--- src/rtl/uart_tx_buffered.sv ---
`default_nettype none
// ============================================================================
//  Module      : uart_tx_buffered
//  Description : Buffered UART transmitter. Words arrive over a valid/ready
//                handshake into a small FIFO and are serialised as
//                start / WIDTH data bits (LSB first) / STOP_BITS stop bits.
//  Revision    : 1.0 - initial release
// ============================================================================
module uart_tx_buffered #(
    parameter int CLOCK_FREQ = 50000000,
    parameter int BAUD_RATE  = 115200,
    parameter int WIDTH      = 8,
    parameter int FIFO_DEPTH = 4,
    parameter int STOP_BITS  = 1
) (
    input  logic                          clock,
    input  logic                          resetn,
    input  logic [WIDTH-1:0]              data,
    input  logic                          data_valid,
    output logic                          data_ready,
    output logic                          signal,
    output logic                          busy,
    output logic [$clog2(FIFO_DEPTH):0]   fifo_count
);

    localparam int c_ticks      = CLOCK_FREQ / BAUD_RATE;
    localparam int c_stop_ticks = STOP_BITS * c_ticks;
    // The tick counter must also cover the whole stop period in one run.
    localparam int c_cw         = $clog2(c_stop_ticks);
    localparam int c_aw         = $clog2(FIFO_DEPTH);
    localparam int c_kw         = c_aw + 1;
    localparam int c_iw         = (WIDTH > 1) ? $clog2(WIDTH) : 1;

    localparam logic [c_cw-1:0] c_bit_reload  = c_cw'(c_ticks - 1);
    localparam logic [c_cw-1:0] c_stop_reload = c_cw'(c_stop_ticks - 1);
    localparam logic [c_iw-1:0] c_last_idx    = c_iw'(WIDTH - 1);
    localparam logic [c_kw-1:0] c_full        = c_kw'(FIFO_DEPTH);

    typedef enum logic [1:0] {
        S_IDLE  = 2'd0,
        S_START = 2'd1,
        S_DATA  = 2'd2,
        S_STOP  = 2'd3
    } state_t;

    logic [WIDTH-1:0] mem_q [FIFO_DEPTH];
    logic [c_aw-1:0]  wr_ptr_q;
    logic [c_aw-1:0]  rd_ptr_q;
    logic [c_kw-1:0]  count_q;
    logic [c_kw-1:0]  count_d;

    state_t           state_q;
    logic [c_cw-1:0]  tick_q;
    logic [c_iw-1:0]  idx_q;
    logic [WIDTH-1:0] shift_q;
    logic             tx_q;

    logic             w_push;
    logic             w_pop;

    // Pop decisions use only registered state, so an empty FIFO can never
    // hand out a word in the same cycle it is written.
    assign w_push = data_valid && data_ready;
    assign w_pop  = (count_q != '0) &&
                    ((state_q == S_IDLE) || ((state_q == S_STOP) && (tick_q == '0)));

    assign data_ready = (count_q != c_full);
    assign busy       = (state_q != S_IDLE) || (count_q != '0);
    assign fifo_count = count_q;
    assign signal     = tx_q;

    // Occupancy next-state: simultaneous push and pop cancel out.
    always_comb begin
        count_d = count_q;
        if (w_push && !w_pop) begin
            count_d = count_q + 1'b1;
        end else if (!w_push && w_pop) begin
            count_d = count_q - 1'b1;
        end
    end

    // FIFO storage; contents are left in place on pop, only pointers move.
    always_ff @(posedge clock) begin
        if (w_push) begin
            mem_q[wr_ptr_q] <= data;
        end
    end

    // FIFO pointers and occupancy; depth is a power of two so pointers wrap.
    always_ff @(posedge clock) begin
        if (!resetn) begin
            wr_ptr_q <= '0;
            rd_ptr_q <= '0;
            count_q  <= '0;
        end else begin
            if (w_push) begin
                wr_ptr_q <= wr_ptr_q + 1'b1;
            end
            if (w_pop) begin
                rd_ptr_q <= rd_ptr_q + 1'b1;
            end
            count_q <= count_d;
        end
    end

    // Frame sequencer: each state advances only when the tick counter hits 0.
    always_ff @(posedge clock) begin
        if (!resetn) begin
            state_q <= S_IDLE;
            tick_q  <= '0;
            idx_q   <= '0;
            shift_q <= '0;
            tx_q    <= 1'b1;
        end else begin
            case (state_q)
                S_IDLE: begin
                    tx_q <= 1'b1;
                    if (w_pop) begin
                        shift_q <= mem_q[rd_ptr_q];
                        tx_q    <= 1'b0;
                        tick_q  <= c_bit_reload;
                        state_q <= S_START;
                    end
                end
                S_START: begin
                    if (tick_q == '0) begin
                        tx_q    <= shift_q[0];
                        idx_q   <= '0;
                        tick_q  <= c_bit_reload;
                        state_q <= S_DATA;
                    end else begin
                        tick_q <= tick_q - 1'b1;
                    end
                end
                S_DATA: begin
                    if (tick_q == '0) begin
                        if (idx_q < c_last_idx) begin
                            shift_q <= shift_q >> 1;
                            idx_q   <= idx_q + 1'b1;
                            tx_q    <= shift_q[1];
                            tick_q  <= c_bit_reload;
                        end else begin
                            tx_q    <= 1'b1;
                            tick_q  <= c_stop_reload;
                            state_q <= S_STOP;
                        end
                    end else begin
                        tick_q <= tick_q - 1'b1;
                    end
                end
                S_STOP: begin
                    if (tick_q == '0) begin
                        // A queued word starts immediately: no idle gap.
                        if (w_pop) begin
                            shift_q <= mem_q[rd_ptr_q];
                            tx_q    <= 1'b0;
                            tick_q  <= c_bit_reload;
                            state_q <= S_START;
                        end else begin
                            tx_q    <= 1'b1;
                            state_q <= S_IDLE;
                        end
                    end else begin
                        tick_q <= tick_q - 1'b1;
                    end
                end
                default: begin
                    tx_q    <= 1'b1;
                    state_q <= S_IDLE;
                end
            endcase
        end
    end

endmodule
`default_nettype wire

--- config.mk ---
export PLATFORM = sky130hd
export DESIGN_NAME = uart_tx_buffered
export DESIGN_NICKNAME = d
export VERILOG_FILES = /design/src/rtl/uart_tx_buffered.sv
export SDC_FILE = /design/constraint.sdc
export NUM_CORES = 1
export LEC_CHECK = 0
export BUFFER_PORTS_ARGS = -buffer_cell sky130_fd_sc_hd__buf_4
export CORE_MARGIN = 5
export CORE_UTILIZATION = 45
export CTS_BUF_LIST = sky130_fd_sc_hd__clkbuf_16
export CTS_CLUSTER_DIAMETER = 100
export CTS_CLUSTER_SIZE = 12
export DETAILED_ROUTE_END_ITERATION = 6
export GPL_TIMING_DRIVEN = 0
export PLACE_DENSITY = 0.67
export SLEW_MARGIN = 0
export SYNTH_ARGS = -nofsm -noshare
export SYNTH_HDL_FRONTEND = slang
export SYNTH_SLANG_ARGS = --single-unit
--- constraint.sdc ---
create_clock -name clock -period 3.4 [get_ports clock]
set_input_delay 0.51 -clock clock [delete_from_list [all_inputs] [get_ports clock]]
set_output_delay 0.51 -clock clock [all_outputs]
set_load 0.01 [all_outputs]
**Word-level counts from Yosys, hierarchy flattened**

Memory sizes are Yosys's and may differ from the RTL's. A register that Yosys moved wholly into a read port is not among the register bits.
Cells that the tools add are included.

- Output and inout bits: 6
- Bits in writable memories: 32
- Word-level logic and storage cells: 79
- Register bits: 30
- Memories: 1

Memories:

| memory | depth | bits a word | read ports | clocked after Yosys merged registers in | wr ports | line | text |
|---|---|---|---|---|---|---|---|
| mem_q | 4 | 8 | 1 | 1 | 1 | 46 | `logic [WIDTH-1:0] mem_q [FIFO_DEPTH];` |

- Order comparisons: 1
- Reductions and logical operators: 21
- Equality and inequality tests: 10
- Muxes and demuxes: 32
- $add $sub $neg: 6

Operators by type and width:

| operator | count |
|---|---|
| $mux 8 | 4 |
| $mux 9 | 3 |
| $pmux 9 s3 | 1 |
| $pmux 8 s3 | 1 |
| $mux 3 | 5 |
| $mux 2 | 7 |
| $ne 2x2->1 const B | 5 |
| $logic_not 9->1 | 1 |
| $sub 9x1->9 const B | 1 |
| $mux 1 | 8 |
| $pmux 2 s4 | 1 |
| $reduce_and 4->1 | 2 |
| $add 3x1->3 const B | 2 |
| $pmux 3 s2 | 1 |
| $reduce_bool 2->1 | 3 |
| $reduce_bool 3->1 | 2 |
| $logic_and 1x1->1 | 5 |
| $reduce_and 5->1 | 1 |
| $add 2x1->2 const B | 2 |
| $eq 2x2->1 const B | 2 |
| $pmux 1 s4 | 1 |
| $lt 3x3->1 const B | 1 |
| $ne 3x3->1 const B | 1 |
| $reduce_and 3->1 | 1 |
| 7 further kinds | 9 |

**Depth between registers and ports, before layout**

Gate-level depths: netlist of the first run.

- Depth in word-level cells: 7
- Mapped depth: 12
- Depth with buffers taken out: 11

**Least setup slack after synthesis of the first run**

No wires, ideal clock.

- Path kind: register to register
- Start point: register tick_q[0]
- End point: register count_q[2], in the netlist fifo_count[2]
- Clock period less this slack: 2.527 ns
- Buffers on the path: 1
- Path slack: 0.873 ns
- Arrival time: 2.454 ns
- Stages on the path, launching flop included: 13
- Setup time: 0.073 ns
- Cell sequence: dfxtp_1 > inv_1 > ha_1 > or4b_1 > buf_2 > nor3_4 > nor2_1 > ha_1 > inv_1 > fa_1 > xor2_1 > or3_1 > a21oi_1

- Word-level cells in the longest chain between the ends: 7

Ends and longest elaborated chain:

| item | line | text |
|---|---|---|
| start: declaration | 53 | `logic [c_cw-1:0] tick_q;` |
| start signal: assignment | 121 | `tick_q <= c_bit_reload;` |
| start signal: assignment | 129 | `tick_q <= c_bit_reload;` |
| start signal: assignment | 132 | `tick_q <= tick_q - 1'b1;` |
| $logic_not 9->1 * | 65 | `((state_q == S_IDLE) \|\| ((state_q == S_STOP) && (tick_q == '0)));` |
| $logic_and 1x1->1 * | 65 |  |
| $logic_or 1x1->1 * | 65 |  |
| $logic_and 1x1->1 * | 64 | `assign w_pop = (count_q != '0) &&` |
| $logic_not 1->1 | 75 | `if (w_push && !w_pop) begin` |
| $logic_and 1x1->1 | 75 |  |
| $mux 3 / $reduce_bool 2->1 (equally long branches) | - |  |
| end signal: assignment | 102 | `count_q <= count_d;` |
| end: declaration | 49 | `logic [c_kw-1:0] count_q;` |

Mark *: on every way between the ends. The rest lies on a longest branch, timed or not.
A chain may end at the register's enable or synchronous reset.

**Worst setup path in the final report of the first run**

Ends and elaborated chain as after synthesis.

==> metrics.md, run 1 <==
| Metric | Value |
|---|---|
| Status | finished, final reports clean |
| Tmin final | ~2.8 ns |
| Max-cap viol count | 0 |
| Die Span Y | roughly 93 um |
| Fill cells | 553 |
| CP Class | reg -> reg |
| WP buf/inv | 3 |
| Top delay family on crit path | simple AND/OR/NAND/NOR gates |
| Depth of the CTS H-tree | 3 |
| Sum Neg Setup Slack | 0 ns |
| Final Hold Vio Count | 0 |
| Gr ovfl total | 0 |
| Asr flop ratio synth | 0% |
| Fin crit share | 83.4% |
| CTS tree | done |
| Post-CTS Hold Fix Bufs | 0 |
| Crit Path Max Fanout | 8 |
| Crit path required time | ~3.7 ns |
| Area added between synthesis and finish | 16.8% |
| Primary FF master, synth | edfxtp_1 |
| Netlist cell types | 51 |
| Clk buf depth | 2 |
| Hold Slack | about 0.38 ns |
| Syn Inst Count | between 200 and 300 |
| Initial antenna violation count | 0 |
| Via count | roughly 2100 |
| Syn avg cell area | roughly 12 um2 |
| Clock Pin Slew Worst Setup and Hold Paths | 0.06 ns |
| Placed inst area | between 3000 and 4000 um2 |
| Fmax | roughly 350 MHz |
| Crit path launch type | register |
| Max incr delay on CP | ~0.44 ns |
| Starting Density | 45.9% |
| CTS Buf Count | 9 |
| Final nets | roughly 310 |
| DR iter-0 viols | 127 |
| Synth Cell Area | 3090 um2 |
| Mapped Nets | roughly 290 |
| Worst min path class | in -> reg |
| Die W | a little over 90 um |
| Flops & latches, synth | between 60 and 70 |
| EDFF count, synth | 32 |
| Peak VDD IR | between 500 and 600 uV |
| Clk_lat worst skew | 0.33 ns |
| Final setup vio count | 0 |
| Port buffer count | 15 |
| Yosys warning count | 0 |
| Worst Tran Pin Value | a little under 0.7 ns |
| Leak | between 1 and 1.5 nW |
| Row count | 30 |
| Final Instance Area | between 3000 and 4000 um2 |
| First-pass GRT wire length | about 10 mm |
| IO Pins | 17 |
| Largest net degree at the start of global routing | 14 |
| Core ar. | ~6700 um2 |
| Share of cells above drive strength 1 | about a fifth |
| CTS resizes | 0 |
| RSZ-0062 raised after global routing | no |
| Clock Skews | approximately 0.0079 ns |
| Post-DP HPWL | 4.04 mm |
| Sequential area share after synthesis | 51.9% |
| Diode count | 0 |
| CP Cell Sequence | inv_1 -> ha_1 -> or4b_1 -> buf_2 -> nor3_4 -> nor2_1 -> ha_1 -> inv_1 -> fa_1 -> xor2_1 -> or3_1 -> a21oi_1 |
| Root Driver | clkbuf_16 |
| GR Util All Layers | approximately 15% |
| Crit path DAT | 3.09 ns |
| Routed WL | 5.87 mm |
| Slew Viols, Final | 0 |
| Critical path endpoint category | register |
| PwrDens | just over 1000 nW/um2 |
| CTS Sinks | 64 |
| Via density | 5.62 |
| Final antenna-violating net count | 0 |
| Die area | between 8000 and 9000 um2 |
| Routed wire per std cell | 15.7 um |
| Vias in the first global route | 2078 |
| Commonest cells after routing, fill and taps aside | 32 x dfxtp_1, 32 x edfxtp_1, 25 x nor2_1, 23 x a21oi_1, 15 x buf_4 |
| Final Wtd Congestion | around 0.87 |
| Post-CTS Setup Bufs | 0 |
| DRC viols | 0 |
| Worst slew margin | 54.5% |
| First-pass DRT Iterations | 4 |
| Slowest cell on crit path | or4b_1 |
-- flip-flops by register name, summed over array words and instances, names as in the netlist, named ones only --
register,flops
fifo_count,3
shift_q,8
rd_ptr_q,2
mem_q,32
signal,1
state_q,2
tick_q,9
idx_q,3
wr_ptr_q,2
-- worst register-to-register path, stage by stage, from the launching register on --
cell and delay, ns:
dfxtp_1 0.32, inv_1 0.08, ha_1 0.23, or4b_1 0.44, buf_2 0.18, nor3_4 0.36, nor2_1 0.17, ha_1 0.23
inv_1 0.08, fa_1 0.17, xor2_1 0.07, or3_1 0.30, a21oi_1 0.13
-- cell type report --
| cell class | count | area [um2] | share of cell area (%) |
|---|---|---|---|
| well taps | 80 | 100 | 2.78 |
| flip-flops and latches | 64 | 1600 | 44.4 |
| clock inverters | 7 | 80.1 | 2.22 |
| inverters | 12 | 45.0 | 1.25 |
| repair buffers | 15 | 113 | 3.12 |
| multi-input cells | 173 | 1370 | 37.9 |
| plain buffers | 13 | 75.1 | 2.08 |
| clock buffers | 9 | 225 | 6.25 |
-- cells in the mapped netlist, types with 2 or more instances --
| cell | n | area, um2 |
|---|---|---|
| dfxtp_1 | 32 | 641 |
| edfxtp_1 | 32 | 961 |
| nor2_1 | 25 | 93.8 |
| a21oi_1 | 23 | 115 |
| ha_1 | 12 | 150 |
| o21ai_0 | 12 | 60.1 |
| inv_1 | 11 | 41.3 |
| mux2i_1 | 10 | 100 |
| nand2_1 | 10 | 37.5 |
| nor3_1 | 10 | 50.1 |
| clkbuf_1 | 8 | 30.0 |
| mux4_2 | 8 | 180 |
| a211oi_2 | 7 | 87.6 |
| and3_1 | 5 | 31.3 |
| nand3_1 | 5 | 25.0 |
| a31oi_1 | 3 | 18.8 |
| o31ai_1 | 3 | 22.5 |
| or3_1 | 3 | 18.8 |
| xor2_1 | 3 | 26.3 |
| a22oi_1 | 2 | 15.0 |
| and2_1 | 2 | 12.5 |
| and2_4 | 2 | 17.5 |
| buf_2 | 2 | 10.0 |
| nor3b_1 | 2 | 15.0 |
| o21a_1 | 2 | 15.0 |
| or4_1 | 2 | 15.0 |
| xnor2_1 | 2 | 17.5 |
-- worst paths after layout --
path	from	end	slack, ns	cells after the start
max	tick_q[0]$_SDFF_PN0_	fifo_count[2]$_SDFFE_PN0P_	0.56	12
min	data[5]	mem_q[3][5]$_DFFE_PP_	0.38	1
max reg2reg	tick_q[0]$_SDFF_PN0_	fifo_count[2]$_SDFFE_PN0P_	0.56	12
min reg2reg	idx_q[1]$_SDFFE_PN0P_	idx_q[1]$_SDFFE_PN0P_	0.50	2
-- routing by layer --
| metal | GRT usage [%] | share of wire, % | vias to the layer above |
|---|---|---|---|
| li1 | - | - | 1044 |
| met1 | 19.8 | 48 | 993 |
| met2 | 22.9 | 46 | 51 |
| met3 | 5.52 | 4.1 | 8 |
| met4 | 7.20 | 1.7 | 0 |
| met5 | 0 | 0 | - |
-- where the power goes --
group	internal [mW]	switching, mW
Clock	0.574	0.352
Combinational	0.728	0.900
Sequential	0.971	0.122
Total	2.27	1.37
-- stage by stage --
step                      total power [mW]  cells  setup WS, ns  utilization (%)
after floorplan                       2.38    262         0.873                -
after global placement                2.70    357         0.585             49.1
after detailed placement              2.72    357         0.590             49.1
after CTS                             3.67    373         0.561             53.6
after global routing                  3.91    373         0.328             53.6
final                                 3.65    373         0.563             53.6
-- cells by family after synthesis --
group	Yosys count	synth area share [%]
simple gates	73	13.1
compound gates	64	15.2
flops	64	51.9
buf+inv	25	3.89
mux	18	9.08
fa+ha+maj	13	5.51
xor+xnor	5	1.42
No activity file was read; power rests on OpenSTA's default activity.
==> run 2: changes to the inputs <==
--- a/config.mk
+++ b/config.mk
@@ -5,6 +5,7 @@
 export SDC_FILE = /design/constraint.sdc
 export NUM_CORES = 1
 export LEC_CHECK = 0
+export ABC_AREA = 1
 export BUFFER_PORTS_ARGS = -buffer_cell sky130_fd_sc_hd__buf_4
 export CORE_MARGIN = 5
 export CORE_UTILIZATION = 45
==> constraint.sdc (replaced) <==
create_clock -name clock -period 2.7 [get_ports clock]
set_input_delay 0.405 -clock clock [delete_from_list [all_inputs] [get_ports clock]]
set_output_delay 0.405 -clock clock [all_outputs]
set_load 0.01 [all_outputs]
==> run 2 against run 1 <==
Against the previous run:
- flip-flop and latch count did not move
- clock power rose by 26%
- area after synthesis rose by 0.20%
- critical path depth rose by 3
- sequential share of layout area fell by 0.15 points
- synthesized cell count rose by 37%
- register-to-register slack got worse by 0.27 ns
- total power rose by 22%
- critical endpoint unchanged
- largest power group unchanged
==> metrics.md, run 2 <==
| Metric | Value |
|---|---|
| IO Pins | 17 (unchanged) |
| Crit path launch type | register |
| Top delay family on crit path | adder cells |
| First-pass GRT wire length | 10.0 mm (-1.8%) |
| Top post-synthesis cells by count | 68 x nand2_1, 51 x nor2_1, 38 x inv_1 |
| CTS tree | done |
| Area added between synthesis and finish | 16.9% |
| Pre-CTS setup slack | 0.316 ns (-0.274 ns) |
| Hold Slack | 0.272 ns (-0.111 ns) |
| Syn avg cell area | 8.64 um2 (-27%) |
| Routed WL | 5.87 mm (unchanged) |
| Final antenna-violating net count | 0 (unchanged) |
| Starting Density | 45.8% (-0.16 points) |
| Slowest cell on crit path | fa_1 |
| CP Class | reg -> reg |
| Placed inst area | 3310 um2 (+0.42%) |
| Asr flop ratio synth | 0% (unchanged) |
| First-pass DRT Iterations | 4 (unchanged) |
| Max incr delay on CP | 0.38 ns (-0.06 ns) |
| Slew Viols, Final | 0 (unchanged) |
| Most common cell after layout, fill and taps aside | nand2_1 |
| EDFF count, synth | 32 (unchanged) |
| Most flop-heavy register | mem_q |
| Leading area contributor after synthesis | edfxtp_1 |
| Die W | 92.9 um (about the same) |
| Storage element area | 1600 um2 (unchanged) |
| Worst Tran Pin Value | 0.766 ns (+0.0845 ns) |
| Largest net degree at the start of global routing | 14 (unchanged) |
| Clock Pin Slew Worst Setup and Hold Paths | 0.06 ns (about the same) |
| Die area | 8630 um2 (+0.18%) |
| Initial antenna violation count | 0 (unchanged) |
| Clk_lat worst skew | 0.33 ns (about the same) |
| Crit path required time | 2.91 ns (-0.74 ns) |
| Crit Path Max Fanout | 10 (+2) |
| DRC viols | 0 (unchanged) |
| Status | finished, final reports clean |
| Synth Cell Area | 3090 um2 (+0.20%) |
| Sum Neg Setup Slack | 0 ns (unchanged) |
| CTS Buf Count | 9 (unchanged) |
| Commonest cells after routing, fill and taps aside | 68 x nand2_1, 51 x nor2_1, 38 x inv_1, 32 x dfxtp_1, 32 x edfxtp_1 |
| Share of cells above drive strength 1 | 13.6% (-6.9 points) |
| GR Util All Layers | 15.0% (-0.35 points) |
| Dominant cell by count in the synthesized netlist | nand2_1 |
| PwrDens | 1230 nW/um2 (+22%) |
| RSZ-0062 raised after global routing | no |
| Fin crit share | 89.0% (+5.6 points) |
| Depth of the CTS H-tree | 3 (unchanged) |
| Final setup margin | 0.297 ns (-0.266 ns) |
| CTS Sinks | 64 (unchanged) |
| Root Driver | clkbuf_16 |
| Top post-synthesis cells by area | edfxtp_1 31%, dfxtp_1 21%, nand2_1 8.3%, nor2_1 6.2%, ha_1 4.9% |
| Area of the multi-input gates | 1270 um2 (-7.1%) |
| Tmin final | 2.40 ns (-0.434 ns) |
| DR iter-0 viols | 136 (+7.1%) |
| Fill cells | 606 (+9.6%) |
| Port buffer count | 16 (+1) |
| Post-CTS Setup Bufs | 0 (unchanged) |
| Core ar. | 6760 um2 (+0.56%) |
| Critical path endpoint category | register |
| Worst min path class | in -> reg |
| Post-CTS Hold Fix Bufs | 0 (unchanged) |
| Clock Skews | 0.00401 ns (-0.00390 ns) |
| Diode count | 0 (unchanged) |
| Max-cap viol count | 0 (unchanged) |
| Yosys warning count | 0 (unchanged) |
| Syn Inst Count | 358 (+37%) |
| Flops & latches, synth | 64 (unchanged) |
| Routed wire per std cell | 12.5 um (-21%) |
| WP buf/inv | 3 (unchanged) |
| Gr ovfl total | 0 (unchanged) |
| CP Cell Sequence | inv_1 -> ha_1 -> nand2_2 -> nor2_4 -> nand3_1 -> nand2_1 -> nand2_2 -> buf_6 -> ha_1 -> inv_1 -> fa_1 -> a21oi_1 -> o21ai_0 -> o21ai_0 -> a21oi_1 |
| Via count | 2314 (+10%) |
| Sequential area share after synthesis | 51.8% (-0.10 points) |
| Peak VDD IR | 621 uV (+23%) |
| Primary FF master, synth | edfxtp_1 |
| Mapped Nets | 382 (+34%) |
| CTS resizes | 0 (unchanged) |
| Final Wtd Congestion | 0.825 (-4.9%) |
| Final setup vio count | 0 (unchanged) |
| Via density | 4.92 (-12%) |
| Vias in the first global route | 2193 (+5.5%) |
| Regs by FF count | mem_q: 32 flops, tick_q: 9 flops, shift_q: 8 flops |
| Final nets | 409 (+31%) |
| Crit path DAT | 2.62 ns (-0.47 ns) |
| Die Span Y | 92.9 um (about the same) |
| Row count | 30 (unchanged) |
| Worst slew margin | 48.7% (-5.8 points) |
| Flip-flop count of the largest register after layout | 32 (unchanged) |
| Final Hold Vio Count | 0 (unchanged) |
| Final Instance Area | 3620 um2 (+0.35%) |
| Post-DP HPWL | 4.05 mm (+0.25%) |
| Leak | 1.56 nW (+18%) |
| Yosys top cell area share | 31.1% (-0.063 points) |
| Fmax | 416 MHz (+18%) |
| Netlist cell types | 29 (-43%) |
| Clk buf depth | 2 (unchanged) |
| Total power | 4.46 mW (+22%) |
==> run 2: worst register-to-register path: stages, from the launching register on <==
cell and delay [ns]:
dfxtp_1 0.32, inv_1 0.09, ha_1 0.24, nand2_2 0.12, nor2_4 0.06, nand3_1 0.08, nand2_1 0.09, nand2_2 0.09
buf_6 0.14, ha_1 0.15, inv_1 0.06, fa_1 0.38, a21oi_1 0.14, o21ai_0 0.11, o21ai_0 0.16, a21oi_1 0.05
==> run 2: path summary, 6_finish.rpt <==
kind                        start                    endpoint  slack (ns)  depth (start not counted)
max          tick_q[0]$_SDFF_PN0_  fifo_count[2]$_SDFFE_PN0P_        0.30                         15
min                       data[3]       mem_q[0][3]$_DFFE_PP_        0.27                          1
max reg2reg  tick_q[0]$_SDFF_PN0_  fifo_count[2]$_SDFFE_PN0P_        0.30                         15
min reg2reg  tick_q[1]$_SDFF_PN0_        tick_q[1]$_SDFF_PN0_        0.48                          2
==> run 2: kinds of logic after synthesis <==
logic type,synth area share (%)
DFF,51.8
xor gates and xnor gates,1.98
adders and majority gates,5.50
muxes,1.94
buffers and inverters,7.20
and+or+nand+nor,21.2
AOI/OAI and AO/OA,10.4
==> run 2: per-layer routing <==
layer  wire length (um)  global-route usage, %  up-vias
li1                   -                      -     1229
met1               2910                   20.1     1027
met2               2580                   22.7       51
met3                277                   3.66        7
met4                 97                   7.08        0
met5                  0                      0        -
==> run 2: cell type report <==
| cell class | count | share of cell area, % |
|---|---|---|
| Sequential cell | 64 | 44.3 |
| Multi-Input combinational cell | 244 | 35.1 |
| Clock buffer | 9 | 6.23 |
| Inverter | 40 | 4.15 |
| Timing Repair Buffer | 16 | 3.32 |
| Tap cell | 80 | 2.77 |
| Clock inverter | 7 | 2.18 |
| Buffer | 10 | 2.01 |
==> run 2: power breakdown <==
| group | switching, mW | internal [mW] | total, mW |
|---|---|---|---|
| clock network | 0.444 | 0.722 | 1.17 |
| registers | 0.127 | 1.23 | 1.36 |
| logic | 1.19 | 0.742 | 1.93 |
| total | 1.76 | 2.70 | 4.46 |
==> run 2: per-stage QoR <==
step / cells / util (%)
3_5_place_dp: 454 / 49.0
3_3_place_gp: 454 / 49.0
6_report: 470 / 53.5
5_1_grt: 470 / 53.5
2_1_floorplan: 358 / -
4_1_cts: 470 / 53.5
==> run 3: changes to the inputs <==
--- a/config.mk
+++ b/config.mk
@@ -15,6 +15,7 @@
 export DETAILED_ROUTE_END_ITERATION = 6
 export GPL_TIMING_DRIVEN = 0
 export PLACE_DENSITY = 0.67
+export REMOVE_ABC_BUFFERS = 1
 export SLEW_MARGIN = 0
 export SYNTH_ARGS = -nofsm -noshare
 export SYNTH_HDL_FRONTEND = slang
==> run 3 against run 2 <==
Against the previous run:
- total power decreased by 1.8%
- register-to-register slack about the same
- hold slack improved by 0.0065 ns
- clock power about the same
- critical path type unchanged
- largest cell class unchanged
==> metrics.md, run 3 (synthesized netlist as in run 2, its figures left out) <==
| Metric | Value |
|---|---|
| Area added between synthesis and finish | 14.8% |
| IO Pins | 17 (unchanged) |
| Share of cells above drive strength 1 | 10.5% (-3.1 points) |
| Max-cap viol count | 0 (unchanged) |
| Initial antenna violation count | 0 (unchanged) |
| Leak | 1.54 nW (-1.4%) |
| Total power | 4.38 mW (-1.8%) |
| Final nets | 399 (-2.4%) |
| WP buf/inv | 2 (-1) |
| Fin util | 52.6% (-0.98 points) |
| Fmax | 415 MHz (-0.19%) |
| Row count | 30 (unchanged) |
| PwrDens | 1230 nW/um2 (about the same) |
| Peak VDD IR | 671 uV (+8.1%) |
| Most flop-heavy register | mem_q |
| Core ar. | 6760 um2 (unchanged) |
| Die area | 8630 um2 (unchanged) |
| Root Driver | clkbuf_16 |
| Depth of the CTS H-tree | 3 (unchanged) |
| Via density | 5.10 (+3.5%) |
| CTS Buf Count | 9 (unchanged) |
| Port buffer count | 16 (unchanged) |
| Internal | 2.68 mW (-0.59%) |
| RSZ-0062 raised after global routing | no |
| Status | finished, final reports clean |
| Worst min path class | in -> reg |
| Gate power share | 40.8% (-2.5 points) |
| CTS resizes | 0 (unchanged) |
| Switching share of power | 38.7% (-0.75 points) |
| CP Cell Sequence | nor3_1 -> inv_1 -> nand2_4 -> ha_1 -> inv_1 -> fa_1 -> a21oi_1 -> o21ai_0 -> o21ai_0 -> a21oi_1 |
| Flip-flop count of the largest register after layout | 32 (unchanged) |
| GR Util All Layers | 14.7% (-0.25 points) |
| Crit Path Max Fanout | 11 (+1) |
| Slowest cell on crit path | nor3_1 |
| Area of the multi-input gates | 1270 um2 (+0.39%) |
| Final setup vio count | 0 (unchanged) |
| Largest net degree at the start of global routing | 18 (+4) |
| Slew Viols, Final | 0 (unchanged) |
| Critical path endpoint category | register |
| Placed inst area | 3240 um2 (-2.2%) |
| Worst Tran Pin Value | 0.807 ns (+0.0407 ns) |
| DR iter-0 viols | 127 (-6.6%) |
| Diode count | 0 (unchanged) |
| Die Span Y | 92.9 um (unchanged) |
| Fill cells | 624 (+3.0%) |
| Die W | 92.9 um (unchanged) |
| Final Wtd Congestion | 0.791 (-4.2%) |
| Final antenna-violating net count | 0 (unchanged) |
| Max incr delay on CP | 0.48 ns (+0.10 ns) |
| Top delay family on crit path | simple AND/OR/NAND/NOR gates |
| CTS tree | done |
| Sum Neg Setup Slack | 0 ns (unchanged) |
| Crit path required time | 2.91 ns (about the same) |
| Most common cell after layout, fill and taps aside | nand2_1 |
| Final Instance Area | 3550 um2 (-1.8%) |
| Post-DP HPWL | 3.84 mm (-5.2%) |
| Vias in the first global route | 2178 (-0.68%) |
| First-pass DRT Iterations | 4 (unchanged) |
| Via count | 2344 (+1.3%) |
| Clock Pin Slew Worst Setup and Hold Paths | 0.05 ns (about the same) |
| Storage element area | 1600 um2 (unchanged) |
| CTS Sinks | 64 (unchanged) |
| Post-CTS Setup Bufs | 0 (unchanged) |
| Clock Skews | 0.00568 ns (+0.00167 ns) |
| Crit path launch type | register |
| Routed WL | 5.86 mm (-0.14%) |
| Flop pwr share | 32.4% (+1.9 points) |
| DRC viols | 0 (unchanged) |
| Regs by FF count | mem_q: 32 flops, tick_q: 9 flops, shift_q: 8 flops |
| Gr ovfl total | 0 (unchanged) |
| Crit path DAT | 2.61 ns (about the same) |
| CP Class | reg -> reg |
| Commonest cells after routing, fill and taps aside | 68 x nand2_1, 51 x nor2_1, 41 x inv_1, 32 x dfxtp_1, 32 x edfxtp_1 |
| Clk_lat worst skew | 0.32 ns (about the same) |
| Switching Power | 1.69 mW (-3.7%) |
| Starting Density | 45.8% (unchanged) |
| Clk buf depth | 2 (unchanged) |
| Fin crit share | 89.2% (+0.17 points) |
| Final Hold Vio Count | 0 (unchanged) |
| Routed wire per std cell | 12.7 um (+2.0%) |
| Post-CTS Hold Fix Bufs | 0 (unchanged) |
| Clock power frac | 26.8% (+0.6 points) |
| Tmin final | 2.41 ns (+0.00469 ns) |
| First-pass GRT wire length | 10.0 mm (+0.13%) |
| Worst slew margin | 46.0% (-2.7 points) |
==> run 3: changes by cell type in the layout (fill, tap and decap cells not counted), sizes merged <==
cell	change
buf	-8
bufinv	+1
clkbuf	-2
clkinv	+1
clkinvlp	-3
inv	+1
==> run 3: metal layers <==
| layer | track usage [%] | up-vias | wire [um] |
|---|---|---|---|
| met4 | 7.33 | 0 | 121 |
| met3 | 3.33 | 10 | 245 |
| met5 | 0 | - | 0 |
| met2 | 23.0 | 42 | 2680 |
| met1 | 19.2 | 1078 | 2810 |
| li1 | - | 1214 | - |
==> run 3: path summary, 6_finish.rpt <==
path                                    from                          to  slack (ns)  depth (start not counted)
setup / recovery  fifo_count[0]$_SDFFE_PN0P_  fifo_count[2]$_SDFFE_PN0P_        0.29                         10
hold / removal                       data[6]       mem_q[1][6]$_DFFE_PP_        0.28                          1
setup reg to reg  fifo_count[0]$_SDFFE_PN0P_  fifo_count[2]$_SDFFE_PN0P_        0.29                         10
hold reg to reg      shift_q[6]$_SDFFE_PN0P_     shift_q[6]$_SDFFE_PN0P_        0.49                          2
==> run 3: layout make-up <==
class / count / share of cell area (%)
Sequential cell: 64 / 45.1
Multi-Input combinational cell: 244 / 35.9
Inverter: 40 / 4.23
Timing Repair Buffer: 16 / 3.38
Clock buffer: 9 / 6.34
Clock inverter: 7 / 2.26
Tap cell: 80 / 2.82
==> run 3: power groups by stage <==
stage                     clock (mW)  sequential (mW)  combinational (mW)
after detailed placement           0             1.44                1.76
after CTS                       1.19             1.42                1.78
after global routing            1.24             1.45                2.07
final                           1.17             1.42                1.79
after floorplan                    0             1.40                1.36
after global placement             0             1.43                1.71
==> run 3: stage by stage <==
stage / instances / worst slack (ns) / hold slack (ns)
2_1_floorplan: 348 / 0.538 / 0.444
3_3_place_gp: 444 / 0.298 / 0.461
3_5_place_dp: 444 / 0.264 / 0.470
4_1_cts: 460 / 0.238 / 0.273
5_1_grt: 460 / 0.0571 / 0.281
6_report: 460 / 0.292 / 0.279
